$ cat src/rtl/bram_port_arbiter.sv
// Round-robin arbiter sharing one port of a read-first BRAM among NUM_REQ requesters, with an optional lock for read-modify-write.
// Latency: the grant and BRAM drive are combinational in the request cycle; read data returns with rsp_valid_o exactly 1 cycle later.
// Backpressure: requesters hold valid and payload until req_ready_o; read responses cannot be stalled.
module bram_port_arbiter #(
    parameter int NUM_REQ    = 4,
    parameter int DATA_WIDTH = 32,
    parameter int NUM_WORDS  = 32,
    localparam int ADDR_W    = $clog2(NUM_WORDS),
    localparam int PTR_W     = (NUM_REQ > 1) ? $clog2(NUM_REQ) : 1
) (
    input  logic                                 clk_i,
    input  logic                                 rst_ni,
    input  logic [NUM_REQ-1:0]                   req_valid_i,
    output logic [NUM_REQ-1:0]                   req_ready_o,
    input  logic [NUM_REQ-1:0]                   req_we_i,
    input  logic [NUM_REQ-1:0]                   req_lock_i,
    input  logic [NUM_REQ-1:0][ADDR_W-1:0]       req_addr_i,
    input  logic [NUM_REQ-1:0][DATA_WIDTH-1:0]   req_wdata_i,
    output logic [NUM_REQ-1:0]                   rsp_valid_o,
    output logic [DATA_WIDTH-1:0]                rsp_rdata_o,
    output logic                                 bram_en_o,
    output logic                                 bram_we_o,
    output logic [ADDR_W-1:0]                    bram_addr_o,
    output logic [DATA_WIDTH-1:0]                bram_wdata_o,
    input  logic [DATA_WIDTH-1:0]                bram_rdata_i
);

    typedef enum logic {
        ST_ARB    = 1'b0,
        ST_LOCKED = 1'b1
    } state_t;

    state_t              r_state;
    logic [PTR_W-1:0]    r_rr_ptr;
    logic [PTR_W-1:0]    r_owner;
    logic [NUM_REQ-1:0]  r_rsp_vld;

    logic                w_found;
    logic [PTR_W-1:0]    w_grant_idx;
    logic [PTR_W-1:0]    w_next_ptr;
    logic [NUM_REQ-1:0]  w_grant;
    logic                w_xfer;
    int                  w_scan_idx;

    // Pick the winner: the owner alone while locked, otherwise the first valid index at or after the round-robin pointer.
    always_comb begin
        w_found     = 1'b0;
        w_grant_idx = '0;
        w_scan_idx  = 0;
        if (r_state == ST_LOCKED) begin
            if (req_valid_i[r_owner]) begin
                w_found     = 1'b1;
                w_grant_idx = r_owner;
            end
        end else begin
            for (int i = 0; i < NUM_REQ; i++) begin
                w_scan_idx = int'(r_rr_ptr) + i;
                if (w_scan_idx >= NUM_REQ) begin
                    w_scan_idx = w_scan_idx - NUM_REQ;
                end
                if (!w_found && req_valid_i[PTR_W'(w_scan_idx)]) begin
                    w_found     = 1'b1;
                    w_grant_idx = PTR_W'(w_scan_idx);
                end
            end
        end
    end

    // Expand the winner to a one-hot grant; nothing is granted while reset is held so no transfer can slip through.
    always_comb begin
        w_grant = '0;
        if (w_found && rst_ni) begin
            w_grant[w_grant_idx] = 1'b1;
        end
    end

    assign w_xfer      = |w_grant;
    assign req_ready_o = w_grant;

    // Pointer position just past the winner, wrapping at NUM_REQ-1 even when NUM_REQ is not a power of two.
    always_comb begin
        if (w_grant_idx == PTR_W'(NUM_REQ - 1)) begin
            w_next_ptr = '0;
        end else begin
            w_next_ptr = w_grant_idx + PTR_W'(1);
        end
    end

    // Steer the granted request straight onto the BRAM port; address and data are zeroed when idle to keep the bus quiet.
    always_comb begin
        bram_en_o    = w_xfer;
        bram_we_o    = 1'b0;
        bram_addr_o  = '0;
        bram_wdata_o = '0;
        if (w_xfer) begin
            bram_we_o    = req_we_i[w_grant_idx];
            bram_addr_o  = req_addr_i[w_grant_idx];
            bram_wdata_o = req_wdata_i[w_grant_idx];
        end
    end

    // Arbitration state, pointer, lock owner and the one-cycle read response pipeline.
    always_ff @(posedge clk_i or negedge rst_ni) begin
        if (!rst_ni) begin
            r_state   <= ST_ARB;
            r_rr_ptr  <= '0;
            r_owner   <= '0;
            r_rsp_vld <= '0;
        end else begin
            // A read granted now is answered next cycle, when the registered BRAM output holds its data.
            r_rsp_vld <= w_grant & ~req_we_i;
            case (r_state)
                ST_ARB: begin
                    if (w_xfer) begin
                        r_rr_ptr <= w_next_ptr;
                        if (req_lock_i[w_grant_idx]) begin
                            r_state <= ST_LOCKED;
                            r_owner <= w_grant_idx;
                        end
                    end
                end
                ST_LOCKED: begin
                    // Only the owner can transfer here; the pointer stays frozen until the unlocking transfer.
                    if (w_xfer && !req_lock_i[w_grant_idx]) begin
                        r_state  <= ST_ARB;
                        r_rr_ptr <= w_next_ptr;
                    end
                end
                default: begin
                    r_state <= ST_ARB;
                end
            endcase
        end
    end

    assign rsp_valid_o = r_rsp_vld;
    assign rsp_rdata_o = bram_rdata_i;

endmodule

$ cat config.mk
export PLATFORM = sky130hd
export DESIGN_NAME = bram_port_arbiter
export DESIGN_NICKNAME = d
export VERILOG_FILES = /design/src/rtl/bram_port_arbiter.sv
export SDC_FILE = /design/constraint.sdc
export NUM_CORES = 1
export LEC_CHECK = 0
export ABC_CLOCK_PERIOD_IN_PS = 6900
export CAP_MARGIN = 20
export CORE_AREA = 5 5 102 104
export CTS_CLUSTER_SIZE = 12
export DETAILED_ROUTE_END_ITERATION = 8
export DIE_AREA = 0 0 107 109
export MAX_ROUTING_LAYER = met4
export PLACE_DENSITY = 0.83
export SETUP_SLACK_MARGIN = 0.3
export SKIP_LAST_GASP = 1
export SYNTH_ARGS = -nofsm -noshare
export SYNTH_HDL_FRONTEND = slang
export SYNTH_SLANG_ARGS = --single-unit
$ cat constraint.sdc
create_clock -name clk_i -period 6.9 [get_ports clk_i]
set_input_delay 0.69 -clock clk_i [delete_from_list [all_inputs] [get_ports clk_i]]
set_output_delay 0.69 -clock clk_i [all_outputs]
set_load 0.03 [all_outputs]
======== After elaboration in Yosys (flattened, before gate mapping) ========
Index checks and enable logic that the tools add are counted.
storage, ports and cells
  input port bits ......................... 194
  output and inout bits ................... 79
  logic and storage cells ................. 101
  flip-flop bits (word level) ............. 9
cells by class
  magnitude comparators ................... 11
  muxes and demuxes ....................... 59
  eq/ne operators ......................... 3
  reduce and logical (&&, ||, !) cells .... 13
  bitwise gates (word level) .............. 3
  add/subtract/negate cells ............... 8
operators by type and width
  cell                 number
  $bmux 32 s2          1
  $mux 32              2
  $mux 2               17
  $mux 1               25
  $lt 2x4->1 const B   4
  $bmux 1 s2           7
  $bmux 5 s2           1
  $mux 5               2
  $ge 3x3->1 const B   3
  $sub 2x1->2 const B  4
  $add 2x2->3 const B  2
  $logic_and 1x1->1    6
  $lt 2x3->1 const B   2
  $and 4x4->4          1
  $logic_not 1->1      4
  $mux 4               1
  $not 4->4            1
  $pmux 2 s2           1
  $reduce_or 4->1      1
  $add 2x1->3 const B  1
  $ge 2x3->1 const B   1
  $reduce_and 3->1     1
  $add 2x1->2 const B  1
  $demux 1 s2          1
  7 further kinds      7

======== Depth between registers and ports, before layout ========
Gate-level depths: netlist (run 1).
  depth after elaboration ................. 29
  mapped depth ............................ 9
  depth with buffers taken out ............ 7

======== Worst setup path before layout (run 1) ========
OpenSTA, ideal clock, no wires.
  path kind ............................... input to output
  from .................................... input port req_valid_i[0]
  to ...................................... output port bram_wdata_o[10]
  data arrival time ....................... 2,356 ps
  setup slack ............................. 3,854 ps
  cell stages on the path ................. 6
  buffers on the path ..................... 1
  path through ............................ or4_1 > and2_1 > o21ai_2 > inv_2 > clkbuf_1 > and2_1
between the ends
  word-level cells in the longest chain between the ends .. 24
  elaborated cells on any way between the ends .. 46
RTL lines
  what                                                                   RTL line  text
  from (decl)                                                            13        input logic [NUM_REQ-1:0] req_valid_i,
  $bmux 1 s2                                                             61        if (!w_found && req_valid_i[PTR_W'(w_scan_idx)]) begin
  $mux 1 (not written as such) (2 in series)                             61
  $mux 1                                                                 61
  $mux 1                                                                 50        if (r_state == ST_LOCKED) begin
  $logic_not 1->1                                                        61
  $logic_and 1x1->1                                                      61
  $mux 1                                                                 61
  $mux 1                                                                 50
  [8 not listed]                                                         n/a
  $lt 2x3->1 (not written as such) / $ge 2x1->1 (equally long branches)  73        w_grant[w_grant_idx] = 1'b1;
  $logic_and 1x1->1 (not written as such)                                73
  $mux 1 (not written as such)                                           73
  $demux 1 s2                                                            73
  $mux 4 *                                                               72        if (w_found && rst_ni) begin
  $reduce_or 4->1 *                                                      77        assign w_xfer = |w_grant;
  net bram_en_o                                                          21        output logic bram_en_o,
  $mux 32 *                                                              95        if (w_xfer) begin
  to (decl)                                                              24        output logic [DATA_WIDTH-1:0] bram_wdata_o,
The timed path passes the listed nets; every way through them passes the cells marked *. The select of a mux whose other input is x is not followed.

======== Final worst setup path (run 1) ========
  from .................................... input port req_valid_i[3]
  to ...................................... output port bram_we_o
between the ends
  word-level cells in the longest chain between the ends .. 24
  elaborated cells on any way between the ends .. 46
RTL lines
  what                                                                   RTL line  text
  $bmux 1 s2                                                             61
  $mux 1 (not written as such) (2 in series)                             61
  $mux 1                                                                 61
  $mux 1                                                                 50
  $logic_not 1->1                                                        61
  $logic_and 1x1->1                                                      61
  $mux 1                                                                 61
  $mux 1                                                                 50
  [7 not listed]                                                         n/a
  $mux 2                                                                 50
  $lt 2x3->1 (not written as such) / $ge 2x1->1 (equally long branches)  73
  $logic_and 1x1->1 (not written as such)                                73
  $mux 1 (not written as such)                                           73
  $demux 1 s2                                                            73
  $mux 4                                                                 72
  $reduce_or 4->1                                                        77
  $mux 1 *                                                               95
  to (decl)                                                              22        output logic bram_we_o,
Every way passes the cells marked *; elsewhere a longest branch is shown, timed or not. The select of a mux whose other input is x is not followed.

==> summary.md, run 1 <==
| Metric | Value |
|---|---|
| Post-route setup TNS | 0 ps |
| Wire length per cell | 20.3 um |
| Largest net degree at the start of global routing | 45 |
| I/O pin count | 273 |
| Top sig layer | met4 |
| Core Region | 0.00946 mm2 |
| Setup CP Type | input port to output port |
| Crit path from | req_valid_i[3] |
| Relative slew slack | 42.0% |
| Post-synth top area share | 41.3% |
| GRT Total Usage | 15.4% |
| Die boundary width | 107 um |
| Buf/Inv on CP | 3 |
| Main synth FF type | dfrtp_1 |
| Setup crit end kind | output port |
| Syn Inst Count | 194 |
| RSZ-0062 raised after global routing | false |
| Pleak | 1.44 nW |
| Num CTS Buffers | 3 |
| Most frequent CP cell | clkdlybuf4s50_1 |
| Clock latency on the worst-skew pair | 230 ps |
| Yosys cell types | 40 |
| Antenna diodes | 0 |
| Root Driver | clkbuf_8 |
| Routed Antenna Nets | 0 |
| Maximum VDD drop | 0.000122 V |
| Status | complete, no violations |
| Yosys reg bits | 9 |
| Drt pass-1 iters | 4 |
| Fin util | 43.0% |
| Post-synth top area cell | mux4_2 |
| Starting Density | 22.5% |
| Initial antenna violation count | 0 |
| Met3 WL | 895 um |
| Die H | 109 um |
| Syn_nets | 388 |
| Via density per instance | 4.91 |
| Hold Vio Cnt, Final | 0 |
| FILL cells | 898 |
| Yosys Warn Count | 0 |
| CTS clk-pin slew, worst paths | 40 ps |
| Part of the cycle the worst path needs | 68.8% |
| Overflow after GRT | 0 |
| Data required, critical path | 6210 ps |
| RD Place Congestion | 0.761 |
| WL final | 9.65 mm |
| EDFF count, synth | 0 |
| Crit Path Max Fanout | 25 |
| Synth area leaders | mux4_2 (41%), and2_1 (11%), buf_4 (11%), dfrtp_1 (11%), buf_6 (4.2%) |
| Seq/Total Area, Yosys | 10.6% |
| Tot Pwr | 0.00123 W |
| Slew Viols, Final | 0 |
| Hold WC Path Type | flip-flop to flip-flop |
| Clk buf depth | 2 |
| HP Start | r_owner[0]$_DFFE_PN0P_ |
| Pwr Density | 303 mW/mm2 |
| Placed insts | 471 |
| # nets final | 556 |
| Fmax | 211 MHz |
| Max Cap Violations | 0 |
| WP data arrival | 4060 ps |
| Setup violators final | 0 |
| Total die area | 0.0117 mm2 |
| H-tree levels | 1 |
| Clock skew | 1.52 ps |
| Fraction of registers with async set/reset | 100% |
| Crit path max-delay family | buffers and inverters |
| Drt first-iter violations | 194 |
| Top cells by count, synth | and2_1 (39), mux4_2 (39), buf_4 (32) |
| Slew @ Worst Pin | 870 ps |
| Dpl hpwl | 8.22 mm |
| Post CTS Setup Buffer Count | 0 |
| CP peak stage delay | 670 ps |
| Syn avg cell area | 11.0 um2 |
| Area grow syn2layout | 90.9% |
| CTS resizes | 0 |
| Site Rows | 36 |
| Fraction of layout cells with a size suffix above 1 | 16.1% |
| Sink Count | 9 |
| CTS Hold Bufs | 0 |
| Critical path launch point type | input port |
| Drc violations | 0 |
| Vias in the first global route | 2500 |
| Met1 WL | 3.65 mm |
| Metal2 WL | 5.09 mm |
| Non-filler instance count after layout | 475 |
| Reg2reg start | r_rr_ptr[1]$_DFFE_PN0P_ |
| CTS tree | done |
| Minimum clock period | 4750 ps |
| Cells along the critical path | clkdlybuf4s50_1 > mux2i_1 > a221o_1 > o22ai_4 > buf_4 > mux4_2 > and2_1 > clkdlybuf4s50_1 |
| CP max-delay cell | o22ai_4 |
| Vias | 2330 |
| Post-synthesis cell area | 0.00213 mm2 |
| Port Buffers | 208 |
| First-pass GRT wire length | 13.8 mm |
layer usage:
metal	global-route usage (%)	vias up
met5	-	-
met4	0.457	0
met3	4.68	4
met2	28.0	139
met1	17.8	1150
li1	-	1037
cell families after synthesis:
group	after synthesis	synth area share, %
compound gates	17	6.06
buf+inv	51	18.2
flops	9	10.6
simple gates	69	19.3
xor+xnor	1	0.412
mux	47	45.4
area by class of cell:
type	instances	area, um2	share of cell area, %
Sequential cell	9	225	5.54
Clock buffer	4	45.0	1.11
Inverter	3	11.3	0.277
Multi-Input combinational cell	134	1540	37.8
Tap cell	114	143	3.51
Timing Repair Buffer	211	2100	51.8
path summary, 6_finish.rpt:
| check | slack (ps) | cells past startpoint | to |
|---|---|---|---|
| worst max-delay path | 2150 | 8 | bram_we_o |
| worst min-delay path | 620 | 1 | r_owner[0]$_DFFE_PN0P_ |
| worst max register to register | 4250 | 6 | rsp_valid_o[1]$_DFF_PN0_ |
| worst min register to register | 620 | 1 | r_owner[0]$_DFFE_PN0P_ |
| max in group asynchronous | 5740 | 1 | rsp_valid_o[2]$_DFF_PN0_ |
| min in group asynchronous | 810 | 1 | r_owner[0]$_DFFE_PN0P_ |
placed cells by master, fill, tap and decap left out, types with 2 or more instances in the layout:
cell,netlist,layout
nand3_1,4,4
mux2i_1,3,3
nand2_1,7,7
nor3_1,3,3
buf_4,32,3
a31oi_1,2,2
clkdlybuf4s50_1,0,208
o22ai_1,2,2
o21ai_2,2,2
nand2b_1,2,2
mux4_2,39,39
nor2_1,2,2
nor2b_1,2,2
and2_1,39,39
clkbuf_8,0,3
o21ai_0,2,2
inv_1,2,2
dfrtp_1,9,9
mux2_2,3,3
a21oi_1,4,4
or2_2,2,2
where the power goes:
group          internal [W]  total [W]  switching (W)
clock             0.0000402  0.0000601      0.0000199
combinational      0.000558    0.00107       0.000515
sequential        0.0000696  0.0000973      0.0000276
total              0.000668    0.00123       0.000563
through the flow:
stage / hold slack, ps / setup WS (ps) / area, um2
finish: 625 / 2150 / 4060
global route: 668 / 1970 / 4060
CTS: 621 / 2130 / 4060
detailed placement: 611 / 2140 / 4020
global placement: 576 / 2190 / 4020
floorplan: 394 / 3850 / 2130
worst register-to-register path, cell delays in order (launching register included):
cell	delay, ps
dfrtp_1	450
mux2i_1	160
a221o_1	400
o22ai_4	670
buf_4	470
nor3b_2	290
nor2b_1	150
Power figures use the tool's default switching activity.
==> run 2: changes to the inputs <==
Settings changed: ABC_CLOCK_PERIOD_IN_PS 6900 to 4500.
Clock period 6.9 ns to 4.5 ns, I/O delays scaled along.
==> summary.md, run 2 (synthesized netlist as in run 1, its figures left out) <==
| Metric | Value |
|---|---|
| Status | complete, no violations (unchanged) |
| Initial antenna violation count | 0 (unchanged) |
| First-pass GRT wire length | 13.4 mm (was 13.8 mm) |
| Reg2Reg Depth | 7 (was 6) |
| Placed insts | 472 (was 471) |
| Num CTS Buffers | 3 (unchanged) |
| Finished layout cell area | 0.00407 mm2 (was 0.00406 mm2) |
| Root Driver | clkbuf_8 (unchanged) |
| Pwr Density | 464 mW/mm2 (was 303 mW/mm2) |
| Clock skew | 2.37 ps (was 1.52 ps) |
| Drt pass-1 iters | 4 (unchanged) |
| H-tree levels | 1 (unchanged) |
| Setup crit end kind | output port (unchanged) |
| RD Place Congestion | 0.755 (was 0.761) |
| Data required, critical path | 4050 ps (was 6210 ps) |
| Site Rows | 36 (unchanged) |
| Relative slew slack | 58.0% (was 42.0%) |
| Slew Viols, Final | 0 (unchanged) |
| Hold Vio Cnt, Final | 0 (unchanged) |
| I/O pin count | 273 (unchanged) |
| CTS tree | done (unchanged) |
| Area grow syn2layout | 91.3% (was 90.9%) |
| Worst hold slack | 563 ps (was 625 ps) |
| Drt first-iter violations | 136 (was 194) |
| CTS Hold Bufs | 0 (unchanged) |
| Dpl cell area | 0.00403 mm2 (was 0.00402 mm2) |
| Hold WC Path Type | input port to asynchronous set/reset pin (was flip-flop to flip-flop) |
| Antenna diodes | 0 (unchanged) |
| Crit Path Max Fanout | 19 (was 25) |
| Buf/Inv on CP | 3 (unchanged) |
| Maximum VDD drop | 0.000314 V (was 0.000122 V) |
| Most frequent cells in the layout | clkdlybuf4s50_1 (208), and2_1 (39), mux4_2 (39) (unchanged) |
| WP data arrival | 3430 ps (was 4060 ps) |
| Total die area | 0.0117 mm2 (unchanged) |
| Most common cell after layout, fill and taps aside | clkdlybuf4s50_1 (unchanged) |
| Cells along the critical path | clkdlybuf4s50_1 > mux2i_1 > a221o_1 > o22ai_4 > buf_4 > mux4_2 > and2_1 > clkdlybuf4s50_1 (unchanged) |
| Critical path launch point type | input port (unchanged) |
| Die H | 109 um (unchanged) |
| Via density per instance | 4.86 (was 4.91) |
| Drc violations | 0 (unchanged) |
| Vias in the first global route | 2470 (was 2500) |
| Setup CP Type | input port to output port (unchanged) |
| Levels on crit path | 8 (unchanged) |
| Non-filler instance count after layout | 476 (was 475) |
| Post CTS Setup Buffer Count | 0 (unchanged) |
| Setup violators final | 0 (unchanged) |
| Overflow after GRT | 0 (unchanged) |
| Port Buffers | 208 (unchanged) |
| Crit path max-delay family | buffers and inverters (unchanged) |
| CP max-delay cell | clkdlybuf4s50_1 (was o22ai_4) |
| RSZ-0062 raised after global routing | false (unchanged) |
| Routed Antenna Nets | 0 (unchanged) |
| Post-route setup TNS | 0 ps (unchanged) |
| Wire length per cell | 20.2 um (was 20.3 um) |
| # nets final | 557 (was 556) |
| CP peak stage delay | 630 ps (was 670 ps) |
| Clk buf depth | 2 (unchanged) |
| Dpl hpwl | 8.35 mm (was 8.22 mm) |
| Max Cap Violations | 0 (unchanged) |
| Largest net degree at the start of global routing | 45 (unchanged) |
| Slew @ Worst Pin | 629 ps (was 870 ps) |
| Clock latency on the worst-skew pair | 230 ps (about the same) |
| Starting Density | 22.5% (unchanged) |
| Fraction of layout cells with a size suffix above 1 | 16.3% (was 16.1%) |
| Pleak | 1.45 nW (was 1.44 nW) |
| CTS clk-pin slew, worst paths | 40 ps (about the same) |
| Die boundary width | 107 um (unchanged) |
| CTS resizes | 0 (unchanged) |
| Fmax | 258 MHz |
| WL final | 9.62 mm (was 9.65 mm) |
| Minimum clock period | 3880 ps |
| GRT Total Usage | 15.1% (was 15.4%) |
| Vias | 2313 (was 2330) |
| Most frequent CP cell | clkdlybuf4s50_1 (unchanged) |
| Part of the cycle the worst path needs | 86.1% |
| Core Region | 0.00946 mm2 (unchanged) |
| Sink Count | 9 (unchanged) |
[run 2: cell count changes in the layout (fill, tap and decap cells not counted)]
cell,before,now
buf_4,3,4
[run 2: where the power goes]
group | switching (W) | total, W | leakage (nW) | internal [W]
sequential | 0.0000431 | 0.000150 | 0.113 | 0.000107
clock | 0.0000308 | 0.0000924 | 0.0228 | 0.0000616
combinational | 0.000790 | 0.00165 | 1.31 | 0.000859
[run 2: routing by layer]
layer	up-vias	GRT usage [%]	wire, um
met5	-	-	0
met1	1122	17.2	3630
met4	0	1.55	98
met3	12	4.09	801
met2	141	27.5	5100
li1	1038	-	-
[run 2: area by class of cell]
cell class              instances  area [um2]
fillers                       894        5390
repair buffers                212        2110
multi-input cells             134        1540
flip-flops and latches          9         225
well taps                     114         143
clock buffers                   4        45.0
inverters                       3        11.3
[run 2: final timing paths]
path | slack, ps | endpoint | from
setup / recovery | 620 | bram_addr_o[1] | req_valid_i[3]
hold / removal | 560 | r_rr_ptr[0]$_DFFE_PN0P_ | rst_ni
setup reg to reg | 2010 | r_owner[1]$_DFFE_PN0P_ | r_rr_ptr[1]$_DFFE_PN0P_
hold reg to reg | 600 | r_owner[0]$_DFFE_PN0P_ | r_owner[0]$_DFFE_PN0P_
max in group asynchronous | 3590 | rsp_valid_o[3]$_DFF_PN0_ | rst_ni
min in group clk_i | 600 | r_owner[0]$_DFFE_PN0P_ | r_owner[0]$_DFFE_PN0P_
[run 2: through the flow]
step | power, W | setup WS (ps) | util [%]
after floorplan | 0.00136 | 1930 | -
after CTS | 0.00192 | 605 | 43.0
after global routing | 0.00202 | 508 | 43.0
after global placement | 0.00179 | 676 | 42.6
final | 0.00189 | 624 | 43.0
after detailed placement | 0.00182 | 619 | 42.6
